File: config.mk
export PLATFORM = sky130hd
export DESIGN_NAME = hazard_ctrl_flat
export DESIGN_NICKNAME = d
export VERILOG_FILES = /design/src/rtl/hazard_ctrl_if.sv /design/src/rtl/hazard_ctrl.sv /design/src/flat_wrapper.sv
export SDC_FILE = /design/constraint.sdc
export NUM_CORES = 1
export LEC_CHECK = 0
export CORE_AREA = 2 2 56 58
export DETAILED_ROUTE_END_ITERATION = 10
export DIE_AREA = 0 0 58 60
export PLACE_DENSITY = 0.72
export SKIP_LAST_GASP = 1
export SLEW_MARGIN = 5
export SYNTH_ARGS = -nofsm -noshare
export SYNTH_HDL_FRONTEND = slang
export SYNTH_SLANG_ARGS = --single-unit
File: constraint.sdc
create_clock -name Clk -period 1.5 [get_ports Clk]
set_input_delay 0.15 -clock Clk [delete_from_list [all_inputs] [get_ports Clk]]
set_output_delay 0.15 -clock Clk [all_outputs]
set_load 0.01 [all_outputs]
File: src/rtl/hazard_ctrl_if.sv
// Pipeline-to-hazard-controller bundle: register/control info from ID, EX, MEM and WB
// in one direction, and the stall, flush, forwarding and MDU controls back.
interface hazard_ctrl_if;
    logic [4:0] RsD, RtD, RsE, RtE;
    logic [4:0] WriteRegE, WriteRegM, WriteRegW;
    logic       BranchD, MdStartD, MdIsDivD, MdUseD;
    logic       RegWriteE, MemtoRegE, RegWriteM, MemtoRegM, RegWriteW;
    logic       StallF, StallD, FlushE;
    logic [1:0] ForwardAE, ForwardBE;
    logic       ForwardAD, ForwardBD;
    logic       MdIssue, MdBusy;

    modport slave (
        input  RsD, RtD, RsE, RtE, WriteRegE, WriteRegM, WriteRegW,
               BranchD, MdStartD, MdIsDivD, MdUseD,
               RegWriteE, MemtoRegE, RegWriteM, MemtoRegM, RegWriteW,
        output StallF, StallD, FlushE, ForwardAE, ForwardBE,
               ForwardAD, ForwardBD, MdIssue, MdBusy
    );

    modport master (
        output RsD, RtD, RsE, RtE, WriteRegE, WriteRegM, WriteRegW,
               BranchD, MdStartD, MdIsDivD, MdUseD,
               RegWriteE, MemtoRegE, RegWriteM, MemtoRegM, RegWriteW,
        input  StallF, StallD, FlushE, ForwardAE, ForwardBE,
               ForwardAD, ForwardBD, MdIssue, MdBusy
    );
endinterface

File: src/rtl/hazard_ctrl.sv
// Hazard/scheduling controller for the 5-stage pipeline: load-use and branch stalls,
// EX/ID forwarding selects, and the busy sequencer for the shared multi-cycle MDU.
module hazard_ctrl #(
    parameter int MULT_LAT = 5,
    parameter int DIV_LAT  = 10,
    parameter int CNT_W    = 4
) (
    input  logic         Clk,
    input  logic         Reset_n,
    hazard_ctrl_if.slave hz
);
    localparam logic [CNT_W-1:0] MULT_INIT = CNT_W'(MULT_LAT - 1);
    localparam logic [CNT_W-1:0] DIV_INIT  = CNT_W'(DIV_LAT - 1);

    typedef enum logic {IDLE, BUSY} mdState_t;

    mdState_t         stateReg;
    logic [CNT_W-1:0] cntReg;

    logic lwStall, brStall, mdStall, stall, mdIssue, mdBusy;

    // $0 is hard-wired zero, so a producer writing it never creates a dependency.
    function automatic logic hits(input logic [4:0] wr, input logic [4:0] src);
        return (wr != 5'd0) && (wr == src);
    endfunction

    always_comb begin
        mdBusy  = (stateReg == BUSY);
        lwStall = hz.RegWriteE & hz.MemtoRegE &
                  (hits(hz.WriteRegE, hz.RsD) | hits(hz.WriteRegE, hz.RtD));
        brStall = hz.BranchD &
                  ((hz.RegWriteE & (hits(hz.WriteRegE, hz.RsD) | hits(hz.WriteRegE, hz.RtD))) |
                   (hz.MemtoRegM & (hits(hz.WriteRegM, hz.RsD) | hits(hz.WriteRegM, hz.RtD))));
        mdStall = mdBusy & (hz.MdStartD | hz.MdUseD);
        stall   = lwStall | brStall | mdStall;
        mdIssue = Reset_n & (stateReg == IDLE) & hz.MdStartD & ~lwStall & ~brStall;
    end

    always_comb begin
        hz.StallF    = 1'b0;
        hz.StallD    = 1'b0;
        hz.FlushE    = 1'b1;
        hz.ForwardAE = 2'b00;
        hz.ForwardBE = 2'b00;
        hz.ForwardAD = 1'b0;
        hz.ForwardBD = 1'b0;
        hz.MdIssue   = mdIssue;
        hz.MdBusy    = mdBusy;
        if (Reset_n) begin
            hz.StallF = stall;
            hz.StallD = stall;
            hz.FlushE = stall;
            // MEM holds the younger result, so it takes priority over WB.
            if (hz.RegWriteM && hits(hz.WriteRegM, hz.RsE))      hz.ForwardAE = 2'b10;
            else if (hz.RegWriteW && hits(hz.WriteRegW, hz.RsE)) hz.ForwardAE = 2'b01;
            if (hz.RegWriteM && hits(hz.WriteRegM, hz.RtE))      hz.ForwardBE = 2'b10;
            else if (hz.RegWriteW && hits(hz.WriteRegW, hz.RtE)) hz.ForwardBE = 2'b01;
            hz.ForwardAD = hz.RegWriteM & hits(hz.WriteRegM, hz.RsD);
            hz.ForwardBD = hz.RegWriteM & hits(hz.WriteRegM, hz.RtD);
        end
    end

    // Counter is loaded with LAT-1 so BUSY lasts exactly LAT cycles.
    always_ff @(posedge Clk) begin
        if (!Reset_n) begin
            stateReg <= IDLE;
            cntReg   <= '0;
        end else begin
            case (stateReg)
                IDLE: if (mdIssue) begin
                    stateReg <= BUSY;
                    cntReg   <= hz.MdIsDivD ? DIV_INIT : MULT_INIT;
                end
                BUSY: if (cntReg == '0) stateReg <= IDLE;
                      else              cntReg   <= cntReg - CNT_W'(1);
                default: stateReg <= IDLE;
            endcase
        end
    end
endmodule

File: src/flat_wrapper.sv
// flat-port wrapper written by rule: the top's interface ports become plain ports
module hazard_ctrl_flat 
#(
    parameter int MULT_LAT = 5,
    parameter int DIV_LAT  = 10,
    parameter int CNT_W    = 4
)
  (Clk, Reset_n, hz_RsD, hz_RtD, hz_RsE, hz_RtE, hz_WriteRegE, hz_WriteRegM, hz_WriteRegW, hz_BranchD, hz_MdStartD, hz_MdIsDivD, hz_MdUseD, hz_RegWriteE, hz_MemtoRegE, hz_RegWriteM, hz_MemtoRegM, hz_RegWriteW, hz_StallF, hz_StallD, hz_FlushE, hz_ForwardAE, hz_ForwardBE, hz_ForwardAD, hz_ForwardBD, hz_MdIssue, hz_MdBusy);
  hazard_ctrl_if hz_i ();
  input  logic Clk;
  input  logic Reset_n;
  input wire logic [$bits(hz_i.RsD)-1:0] hz_RsD;
  input wire logic [$bits(hz_i.RtD)-1:0] hz_RtD;
  input wire logic [$bits(hz_i.RsE)-1:0] hz_RsE;
  input wire logic [$bits(hz_i.RtE)-1:0] hz_RtE;
  input wire logic [$bits(hz_i.WriteRegE)-1:0] hz_WriteRegE;
  input wire logic [$bits(hz_i.WriteRegM)-1:0] hz_WriteRegM;
  input wire logic [$bits(hz_i.WriteRegW)-1:0] hz_WriteRegW;
  input wire logic [$bits(hz_i.BranchD)-1:0] hz_BranchD;
  input wire logic [$bits(hz_i.MdStartD)-1:0] hz_MdStartD;
  input wire logic [$bits(hz_i.MdIsDivD)-1:0] hz_MdIsDivD;
  input wire logic [$bits(hz_i.MdUseD)-1:0] hz_MdUseD;
  input wire logic [$bits(hz_i.RegWriteE)-1:0] hz_RegWriteE;
  input wire logic [$bits(hz_i.MemtoRegE)-1:0] hz_MemtoRegE;
  input wire logic [$bits(hz_i.RegWriteM)-1:0] hz_RegWriteM;
  input wire logic [$bits(hz_i.MemtoRegM)-1:0] hz_MemtoRegM;
  input wire logic [$bits(hz_i.RegWriteW)-1:0] hz_RegWriteW;
  output wire logic [$bits(hz_i.StallF)-1:0] hz_StallF;
  output wire logic [$bits(hz_i.StallD)-1:0] hz_StallD;
  output wire logic [$bits(hz_i.FlushE)-1:0] hz_FlushE;
  output wire logic [$bits(hz_i.ForwardAE)-1:0] hz_ForwardAE;
  output wire logic [$bits(hz_i.ForwardBE)-1:0] hz_ForwardBE;
  output wire logic [$bits(hz_i.ForwardAD)-1:0] hz_ForwardAD;
  output wire logic [$bits(hz_i.ForwardBD)-1:0] hz_ForwardBD;
  output wire logic [$bits(hz_i.MdIssue)-1:0] hz_MdIssue;
  output wire logic [$bits(hz_i.MdBusy)-1:0] hz_MdBusy;
  assign hz_i.RsD = hz_RsD;
  assign hz_i.RtD = hz_RtD;
  assign hz_i.RsE = hz_RsE;
  assign hz_i.RtE = hz_RtE;
  assign hz_i.WriteRegE = hz_WriteRegE;
  assign hz_i.WriteRegM = hz_WriteRegM;
  assign hz_i.WriteRegW = hz_WriteRegW;
  assign hz_i.BranchD = hz_BranchD;
  assign hz_i.MdStartD = hz_MdStartD;
  assign hz_i.MdIsDivD = hz_MdIsDivD;
  assign hz_i.MdUseD = hz_MdUseD;
  assign hz_i.RegWriteE = hz_RegWriteE;
  assign hz_i.MemtoRegE = hz_MemtoRegE;
  assign hz_i.RegWriteM = hz_RegWriteM;
  assign hz_i.MemtoRegM = hz_MemtoRegM;
  assign hz_i.RegWriteW = hz_RegWriteW;
  assign hz_StallF = hz_i.StallF;
  assign hz_StallD = hz_i.StallD;
  assign hz_FlushE = hz_i.FlushE;
  assign hz_ForwardAE = hz_i.ForwardAE;
  assign hz_ForwardBE = hz_i.ForwardBE;
  assign hz_ForwardAD = hz_i.ForwardAD;
  assign hz_ForwardBD = hz_i.ForwardBD;
  assign hz_MdIssue = hz_i.MdIssue;
  assign hz_MdBusy = hz_i.MdBusy;
  hazard_ctrl #(.MULT_LAT(MULT_LAT), .DIV_LAT(DIV_LAT), .CNT_W(CNT_W)) u_core (.Clk(Clk), .Reset_n(Reset_n), .hz(hz_i));
endmodule
Word level (Yosys, flattened, before mapping):

Index checks and enable logic that the tools add are counted.

* flip-flop bits (word level): 5
* output and inout port bits: 11

* add/sub/neg operators: 1
* equality and inequality tests: 10
* mux-type cells: 17
* bitwise logic cells: 21
* reductions and logical operators: 17

Operators with widths (count)
* 5-bit equality test: 8
* 5-bit nonzero test: 3
* 1-bit AND: 12
* 1-bit logical AND: 12
* 4-bit 2-to-1 mux: 3
* 1-bit 2-to-1 mux: 8
* 2-bit 2-to-1 mux: 4
* 4-bit case mux with 2 select lines: 1
* 1-bit OR: 6
* 4-bit zero test: 1
* 2-bit inequality test (second input constant): 2
* 4-bit by 1-bit subtractor with 4-bit output (second input constant): 1
* 1-bit inverter: 3
* 1-bit case mux with 2 select lines: 1
* 2-bit AND reduction: 1

Depth between registers and ports, before layout:

* depth after elaboration: 10
* gate-level depth with buffers: 8

Least setup slack after synthesis:

Ideal clock, no wire load.

* path kind: in2out
* start point: input hz_WriteRegM[0]
* end point: output hz_StallF
* arrival: 1433 ps
* required time: 1350 ps
* setup slack: -83 ps
* stages: 8
* cells stage by stage: buf_2 > xor2_1 > nor3_1 > nand3_1 > a21oi_2 > o21ai_1 > a21oi_1 > buf_4

* word-level cells in the longest chain between the ends: 9
* elaborated cells between the ends (all ways): 12
* those cells by class: eq/ne (2); mux (1); bitwise (6); reduce/logical (3)

RTL lines
* start, declared: RTL line flat_wrapper.sv:17 `input wire logic [$bits(hz_i.WriteRegM)-1:0] hz_WriteRegM;`
* 5-bit equality test or 5-bit nonzero test (tied branches): RTL line hazard_ctrl.sv:24 `return (wr != 5'd0) && (wr == src);`
* 1-bit logical AND: RTL line hazard_ctrl.sv:24
* 1-bit OR (*): RTL line hazard_ctrl.sv:33 `(hz.MemtoRegM & (hits(hz.WriteRegM, hz.RsD) | hits(hz.WriteRegM, hz.RtD))));`
* 1-bit AND (*): RTL line hazard_ctrl.sv:33
* 1-bit OR (*): RTL line hazard_ctrl.sv:32 `((hz.RegWriteE & (hits(hz.WriteRegE, hz.RsD) | hits(hz.WriteRegE, hz.RtD))) |`
* 1-bit AND (*): RTL line hazard_ctrl.sv:31 `brStall = hz.BranchD &`
* 1-bit OR (*) (2 in series): RTL line hazard_ctrl.sv:35 `stall = lwStall | brStall | mdStall;`
* 1-bit 2-to-1 mux (*)
* end, declared: RTL line flat_wrapper.sv:28 `output wire logic [$bits(hz_i.StallF)-1:0] hz_StallF;`

Mark *: on every way between the ends. The rest lies on a longest branch, timed or not.

Final worst setup path:

* start point: input hz_WriteRegE[3]
* end point: output hz_MdIssue

* word-level cells in the longest chain between the ends: 8
* elaborated cells between the ends (all ways): 14
* those cells by class: eq/ne (2); bitwise (9); reduce/logical (3)

RTL lines
* start, declared: RTL line flat_wrapper.sv:16 `input wire logic [$bits(hz_i.WriteRegE)-1:0] hz_WriteRegE;`
* 5-bit equality test or 5-bit nonzero test (tied branches): RTL line hazard_ctrl.sv:24
* 1-bit logical AND: RTL line hazard_ctrl.sv:24
* 1-bit OR (*): RTL line hazard_ctrl.sv:30, hazard_ctrl.sv:32
* 1-bit AND: RTL line hazard_ctrl.sv:32
* 1-bit OR: RTL line hazard_ctrl.sv:32
* 1-bit AND: RTL line hazard_ctrl.sv:31
* 1-bit inverter: RTL line hazard_ctrl.sv:36 `mdIssue = Reset_n & (stateReg == IDLE) & hz.MdStartD & ~lwStall & ~brStall;`
* 1-bit AND (*): RTL line hazard_ctrl.sv:36
* end, declared: RTL line flat_wrapper.sv:35 `output wire logic [$bits(hz_i.MdIssue)-1:0] hz_MdIssue;`

Marked as above.

==> metrics.txt <==
status=finished with violations; violated checks=setup timing; switching part of the total=0.3776; initial core utilization=0.3254; synthesized area per cell=7.323 sq um; Cell Pwr Density=442.7 mW/mm^2; clk_lat worst skew=0.25 ns; crit path max fanout=3; first-pass GRT wire length=5230 um; Worst R2R Path Depth=7; Routability Congestion=0.8674; Port Buffers=56; WP data arrival=1.49 ns; worst setup margin=-0.1425 ns; Flop pwr share=0.183; area grow syn2layout=111.8%; Fin. Hold Viols=0; Slew Limit Headroom=0.7906; RSZ-0062 raised after global routing=true; FP Rows=20; Lkg Pwr=0.9015 nW; drc violations=0; worst hold slack=0.4590 ns; fin cells=256; largest net degree at the start of global routing=13; worst-margin pin slew=0.3108 ns; syn_nets=177; Clock Path Buffers=2; Pint=0.5512 mW; Hold Path Class=in -> reg; post-placement cell count=245; fin. max-slew vios=0; CTS tree=done; final net count=272; Reg clk slew, reported paths=0.04 ns; final WL=3403 um; Comb pwr share=0.635; Top Ports=57; Post-DP HPWL=2679 um; Hold Buf Count CTS=0; RR Endpoint=u_core.cntReg[0]$_SDFFE_PN0P_; hold_sp=Reset_n; Worst path max stage delay=0.54 ns; instance count on the critical path=7; antenna cells=0; Via density=4.988; cells along the critical path=buf_8 > or4_4 > o21ai_4 > nor2_2 > o21ai_2 > and2b_2 > buf_6; CTS root buffer=clkbuf_4; clock skew=0.0003592 ns; die area=0.003480 sq mm; GRT overflow=0; max cap viols=0; power consumption=0.8857 mW; chip height=60 um; vias in the first global route=1302; initial antenna violation count=0; CTS Buf Count=3; TritonRoute pass-1 iters=4; CP startpoint kind=primary input; setup violators final=4; Worst setup endpoint=hz_MdIssue; share of layout cells above drive strength 1=0.5695; Core Region=0.002903 sq mm; Worst EP required=1.35 ns; wire per inst=13.29 um; Mapped Cells=129; Die Wd=58 um; min Tclk post-route=1.642 ns; net switching power=0.3344 mW; slowest CP cell=or4_4; Seq cells post-synth=5; CP Launch Point=hz_WriteRegE[3]; vias=1277; kind of critical path=in -> out; Tcrit/Tclk final=1.095; Reg-to-Reg Start=u_core.cntReg[0]$_SDFFE_PN0P_; Netlist cell types=36; Total GRT Usage=0.1878; worst path buffer plus inverter count=2; Seq/Total Area, Yosys=0.1060; CP top delay family=simple AND/OR/NAND/NOR gates; CP Capture Type=output pin; Reg2Reg Setup Slack=0.19 ns; # fillers=228; Max Clk Rate=0.6088 GHz; synthesized area=944.7 sq um; Antenna Violating Nets Remaining=0; maximum VDD drop=715.2 uV; final core utilization=0.6892; initial drt markers=57; Sink Count=5; H-tree depth=1; Clock Power Share=0.182; synth warn=0
==> synth_stat cells <==
library cell / instances / area share
o32ai_1: 1 / 0.0093
o2bb2ai_1: 1 / 0.0093
o41ai_1: 1 / 0.0093
nor3_2: 2 / 0.021
o21ai_1: 3 / 0.016
o31ai_2: 1 / 0.013
nor3_1: 7 / 0.037
and2b_2: 1 / 0.0093
nor2_1: 8 / 0.032
ha_1: 2 / 0.026
nand2_1: 9 / 0.036
nor4_1: 3 / 0.020
xnor2_1: 12 / 0.11
nor2_2: 2 / 0.013
a22oi_1: 1 / 0.0079
dfxtp_1: 5 / 0.11
buf_2: 2 / 0.011
o21ai_0: 3 / 0.016
nand3b_1: 1 / 0.0079
inv_1: 5 / 0.020
or4_1: 2 / 0.016
buf_6: 1 / 0.012
or3_1: 1 / 0.0066
o22ai_2: 1 / 0.013
o211ai_1: 2 / 0.016
xor2_1: 28 / 0.26
nand3_1: 10 / 0.053
o21ai_2: 1 / 0.0093
nand2b_1: 2 / 0.013
o22ai_1: 1 / 0.0066
buf_4: 1 / 0.0079
and2_1: 2 / 0.013
a21oi_2: 1 / 0.0093
a21oi_1: 1 / 0.0053
clkbuf_1: 4 / 0.016
or4_4: 1 / 0.012
==> cells in the final DEF (no fill, tap or decap), types with 7 or more instances in the layout <==
| master | instances |
|---|---|
| nand2_1 | 8 |
| xor2_2 | 7 |
| buf_6 | 13 |
| buf_4 | 38 |
| nand3_1 | 7 |
| xor2_1 | 21 |
| xnor2_2 | 7 |
| clkdlybuf4s50_1 | 8 |
| buf_2 | 19 |
==> metrics by stage <==
step | TNS, ns | instance area (sq um) | setup WS, ns
final | -0.3737 | 2001 | -0.1425
after global placement | -10.94 | 1773 | -0.9436
after global routing | -0.8106 | 2001 | -0.2103
after detailed placement | -11.61 | 1773 | -1.015
after floorplan | 0 | 952.2 | 0.01009
after CTS | -0.6608 | 1836 | -0.1637
==> worst min-delay path, stage by stage <==
cell and delay [ns]:
clkdlybuf4s15_1 0.20, buf_4 0.19, nand2_1 0.07, o21ai_1 0.05
==> final cells by class <==
type | count | area [sq um] | share of cell area
clock buffers | 4 | 26.28 | 0.01313
inverters | 5 | 18.77 | 0.009381
multi-input cells | 111 | 1023 | 0.5116
flip-flops and latches | 5 | 100.1 | 0.05003
well taps | 33 | 41.29 | 0.02064
repair buffers | 98 | 790.8 | 0.3952
==> metal layers <==
layer,GRT usage,wire (um)
met1,0.2057,1275
met2,0.3782,1911
met3,0.02814,168
met4,0.03654,48
met5,0,0
==> cell families after synthesis <==
family                     count (synthesis)  share of synthesized area
AOI/OAI and AO/OA                         18                     0.1404
DFF                                        5                     0.1060
xor gates and xnor gates                  40                     0.3709
adders and majority gates                  2                    0.02649
buffers and inverters                     13                    0.06623
and+or+nand+nor                           51                     0.2901
==> worst min-delay path by stage <==
stage                                               end  slack, ns  cells past startpoint
after floorplan           u_core.cntReg[3]$_SDFFE_PN0P_       0.37                      3
after global placement    u_core.cntReg[1]$_SDFFE_PN0P_       0.51                      2
after detailed placement  u_core.cntReg[1]$_SDFFE_PN0P_       0.53                      2
after CTS                 u_core.cntReg[3]$_SDFFE_PN0P_       0.52                      4
after global routing      u_core.cntReg[3]$_SDFFE_PN0P_       0.50                      4
final                     u_core.cntReg[3]$_SDFFE_PN0P_       0.46                      4
==> state kept, by name (all words and copies together) (netlist names) <==
signal,count
u_core.hz.MdBusy,1
u_core.cntReg,4
==> what timing repair did <==
action                     in CTS  in global routing
pin swaps                      33                 37
setup buffers                   8                  2
setup endpoints to repair      15                 14
gates resized for setup       176                 49
hold endpoints to repair        0                  0
==> power by group through the flow <==
stage / clock network, mW / registers [mW] / logic (mW)
after floorplan: 0 / 0.162 / 0.219
after global placement: 0 / 0.163 / 0.472
after detailed placement: 0 / 0.164 / 0.490
after CTS: 0.157 / 0.162 / 0.502
after global routing: 0.174 / 0.163 / 0.610
final: 0.161 / 0.162 / 0.562
(Power assumes the default switching activity.)
==> patch 1: new RTL, same flow settings <==
`CNT_W` is set to 4 in 2 places; all go to 6.
--- a/src/rtl/hazard_ctrl.sv
+++ b/src/rtl/hazard_ctrl.sv
@@ -4,5 +4,5 @@
     parameter int MULT_LAT = 5,
     parameter int DIV_LAT  = 10,
-    parameter int CNT_W    = 4
+    parameter int CNT_W    = 6
 ) (
     input  logic         Clk,
--- a/src/flat_wrapper.sv
+++ b/src/flat_wrapper.sv
@@ -4,5 +4,5 @@
     parameter int MULT_LAT = 5,
     parameter int DIV_LAT  = 10,
-    parameter int CNT_W    = 4
+    parameter int CNT_W    = 6
 )
   (Clk, Reset_n, hz_RsD, hz_RtD, hz_RsE, hz_RtE, hz_WriteRegE, hz_WriteRegM, hz_WriteRegW, hz_BranchD, hz_MdStartD, hz_MdIsDivD, hz_MdUseD, hz_RegWriteE, hz_MemtoRegE, hz_RegWriteM, hz_MemtoRegM, hz_RegWriteW, hz_StallF, hz_StallD, hz_FlushE, hz_ForwardAE, hz_ForwardBE, hz_ForwardAD, hz_ForwardBD, hz_MdIssue, hz_MdBusy);
Behaviour: no difference found for any inputs over 10 cycles, from zero or initial values and one cycle with Reset_n low; that may be too few to reach the edited logic, so the function may still have changed.
==> patch 1 against the original RTL <==
  * The run still ends with negative setup slack left
  * Combinational power grew 35%
  * Sequential cell count grew 2
  * Sequential power grew 50%
  * Worst setup slack gained 0.057 ns
  * Core utilization grew 6.2 points
  * Design area grew 8.9%
  * Synthesized area grew 11%
  * Routed wire length grew 19%
  * Final cell count grew 2.0%
  * Power grew 34%
==> patch 1: results <==
[power_and_ir_drop]
p_seq_w = 0.000243
p_seq_share_pct = 20.5
p_leak_nw = 0.995

[placed_design]
gp_congestion = 0.878
dp_hpwl_microns = 2690
placed_area_sq_um = 1850

[cts]
cts_sinks = 7

[logic_synthesis]
avgSynthCellArea_sq_um = 7.75
synthTopCellsByCount = xor2_1, xnor2_1, nor2_1, nand3_1, nor3_1

[sta]
fin_tns_setup_ns = -0.311
fin_ws_ns = -0.0855
setup_viol = 8

[grt]
grt_pass1_vias = 1389
grt_first_pass_wirelength_microns = 5780
use_met2_pct = 40.7
grt_use_total_pct = 21.2

[drt]
drt-met1-wl_microns = 1590
met2WireLength_microns = 2180

[finish]
drive_above_1_share_pct = 56.6
clock_area_share_pct = 1.21
final_cell_count_no_fill = 261
fill_cells = 189
area_growth_pct = 108

[status]
status = finished, violations left
violations = negative setup slack

[worst_setup_path]
regToRegSetupSlack_ns = -0.01
path_max_fanout = 2
crit_arrival_ns = 1.44
-- patch 1: changes by cell type in the layout (fill, tap and decap cells not counted), moves of 3 or more --
cell	before	now
and3_1	0	3
buf_2	19	12
buf_6	13	19
clkdlybuf4s15_1	3	7
clkdlybuf4s50_1	8	4
dlygate4sd2_1	5	9
inv_1	5	2
nand2_1	8	5
xnor2_2	7	13
xor2_1	21	17
-- patch 1: tightest hold or removal path, cell delays in order --
cell           delay (ns)
dlygate4sd2_1        0.24
buf_4                0.19
a31o_2               0.16
-- patch 1: worst max-delay path by stage --
stage                           end  slack (ns)
floorplan                 hz_StallF      0.0007
global placement    hz_ForwardAE[0]       -0.84
detailed placement  hz_ForwardAE[0]       -0.88
CTS                 hz_ForwardBE[0]       -0.20
global route              hz_StallD       -0.12
finish              hz_ForwardBE[0]       -0.09
-- patch 1: kinds of logic after synthesis --
family          after synthesis
buf+inv                      11
fa+ha+maj                     1
xor+xnor                     41
compound gates               20
simple gates                 55
flops                         7
==> patch 2: new RTL, same settings <==
Made on the original files. Make the reset (`Reset_n`) asynchronous in one clocked block.
--- a/src/rtl/hazard_ctrl.sv
+++ b/src/rtl/hazard_ctrl.sv
@@ -62,5 +62,5 @@
 
     // Counter is loaded with LAT-1 so BUSY lasts exactly LAT cycles.
-    always_ff @(posedge Clk) begin
+    always_ff @(posedge Clk or negedge Reset_n) begin
         if (!Reset_n) begin
             stateReg <= IDLE;
Formal check against the unedited RTL: differs if Reset_n is asserted again (counterexample within 4 cycles, from zero or initial values and one cycle with Reset_n low); with Reset_n held inactive, the same outputs for 10 cycles.
==> patch 2 against the original RTL <==
  * The run still ends with negative setup slack left
  * Design area increased by 2.1%
  * Power increased by 67%
  * Non-clock buffer count grew 6
  * Sequential cell count is the same
  * Maximum frequency grew 4.1%
  * Sequential share of layout area increased by 1.1 points
  * Routed wire length is 12% higher
  * Synthesized area is 4.9% lower
  * Synthesized cell count shrank 14%
  * Clock skew grew 0.0076 ns
  * Worst setup slack gained 0.064 ns
  * Register-to-register slack lost 0.22 ns
  * Critical endpoint is now u_core.cntReg[2]$_DFFE_PN0P_
==> patch 2: results <==
[sta]
fin_tns_setup_ns = -0.332
worst_pin_slew_ns = 0.316
clock_skew_ns = 0.00793
fin_ws_ns = -0.0784
setup_viol = 7

[grt]
grt_max_degree = 8
met3_usage_pct = 4.76
grt_use_total_pct = 22.0
grt_first_pass_wirelength_microns = 5710
grt_util_met1_pct = 20.7
grt_pass1_vias = 1326

[worst_setup_path]
crit_arrival_ns = 1.71
r2r_cells = 6
path_max_fanout = 4
path_delay_family = compound AO/OA/AOI/OAI gates
cp_slowest_cell = a222oi_1

[placed_design]
dp_hpwl_microns = 2580
dp_cells = 231
gp_congestion = 0.897

[logic_synthesis]
yosysTopAreaCellShare_pct = 21.4
synth_fa_ha_area_share_pct = 2.79
muxShareOfSynthArea_pct = 1.25
synthTopCellsByCount = xnor2_1, xor2_1, nand2_1, nand3_1, inv_1
synthFlopType = dfrtp_1
syn_nets = 159
synth_xor_area_share_pct = 40.9
avgSynthCellArea_sq_um = 8.09
yosys-top-cells-area = xnor2_1, xor2_1, dfrtp_1
synth-seq-area-share_pct = 13.9
synth_compound_area_share_pct = 12.3
ys_async_sr_fraction_pct = 100

[status]
status = finished, violations left
violations = negative setup slack

[drt]
wl_microns = 3800
vias_per_cell = 4.94
drt-met1-wl_microns = 1310
drtIter0Drc = 34
met2WireLength_microns = 2200
wl_met3_microns = 227

[min_path]
hp-class = in2async

[finish]
nets = 262
final_cell_count_no_fill = 246
drive_above_1_share_pct = 62.9

[cts]
htreeDepth = 1

[power_and_ir_drop]
vdd_drop_max_mv = 0.752
pwr_density_cell_nw_per_um2 = 725
p_leak_nw = 0.968
[patch 2: cell count changes in the layout (fill, tap and decap cells not counted), moves of 3 or more]
cell / change
buf_2: +6
nand2_1: -4
clkdlybuf4s50_1: -3
dfxtp_1: -5
xnor2_1: +4
buf_6: +3
dfrtp_1: +5
xor2_2: -3
nor2_2: -4
nand3_1: -4
xnor2_2: +6
xor2_1: -5
[patch 2: layout make-up]
class	instances	area [sq um]
clock buffers	4	26.3
fillers	220	860
inverters	6	22.5
multi-input cells	94	982
flip-flops and latches	5	125
well taps	33	41.3
repair buffers	104	846
[patch 2: worst min-delay path: stages]
cell and delay, ns:
buf_2 0.10, buf_4 0.15, dlygate4sd3_1 0.70
[patch 2: what timing repair did]
item | CTS | global route
setup endpoints to repair | 15 | 15
setup buffers | 12 | 0
pin swaps | 41 | 25
gates resized for setup | 197 | 47
hold endpoints to repair | 5 | 0
hold buffers | 1 | 0
[patch 2: worst paths after layout]
| kind | start | to | slack, ns |
|---|---|---|---|
| max | hz_WriteRegM[4] | u_core.cntReg[2]$_DFFE_PN0P_ | -0.08 |
| min | Reset_n | u_core.cntReg[1]$_DFFE_PN0P_ | 0.47 |
| max reg2reg | u_core.cntReg[0]$_DFFE_PN0P_ | u_core.cntReg[0]$_DFFE_PN0P_ | -0.03 |
| min reg2reg | u_core.cntReg[3]$_DFFE_PN0P_ | u_core.cntReg[3]$_DFFE_PN0P_ | 0.62 |
| max in group asynchronous | Reset_n | u_core.cntReg[2]$_DFFE_PN0P_ | 0.82 |
| min in group Clk | hz_MdIsDivD | u_core.cntReg[2]$_DFFE_PN0P_ | 0.54 |
[patch 2: power breakdown]
group          internal [W]  switching (W)  total [W]
sequential         0.000209      0.0000588   0.000268
combinational      0.000601       0.000450    0.00105
clock              0.000101      0.0000609   0.000162
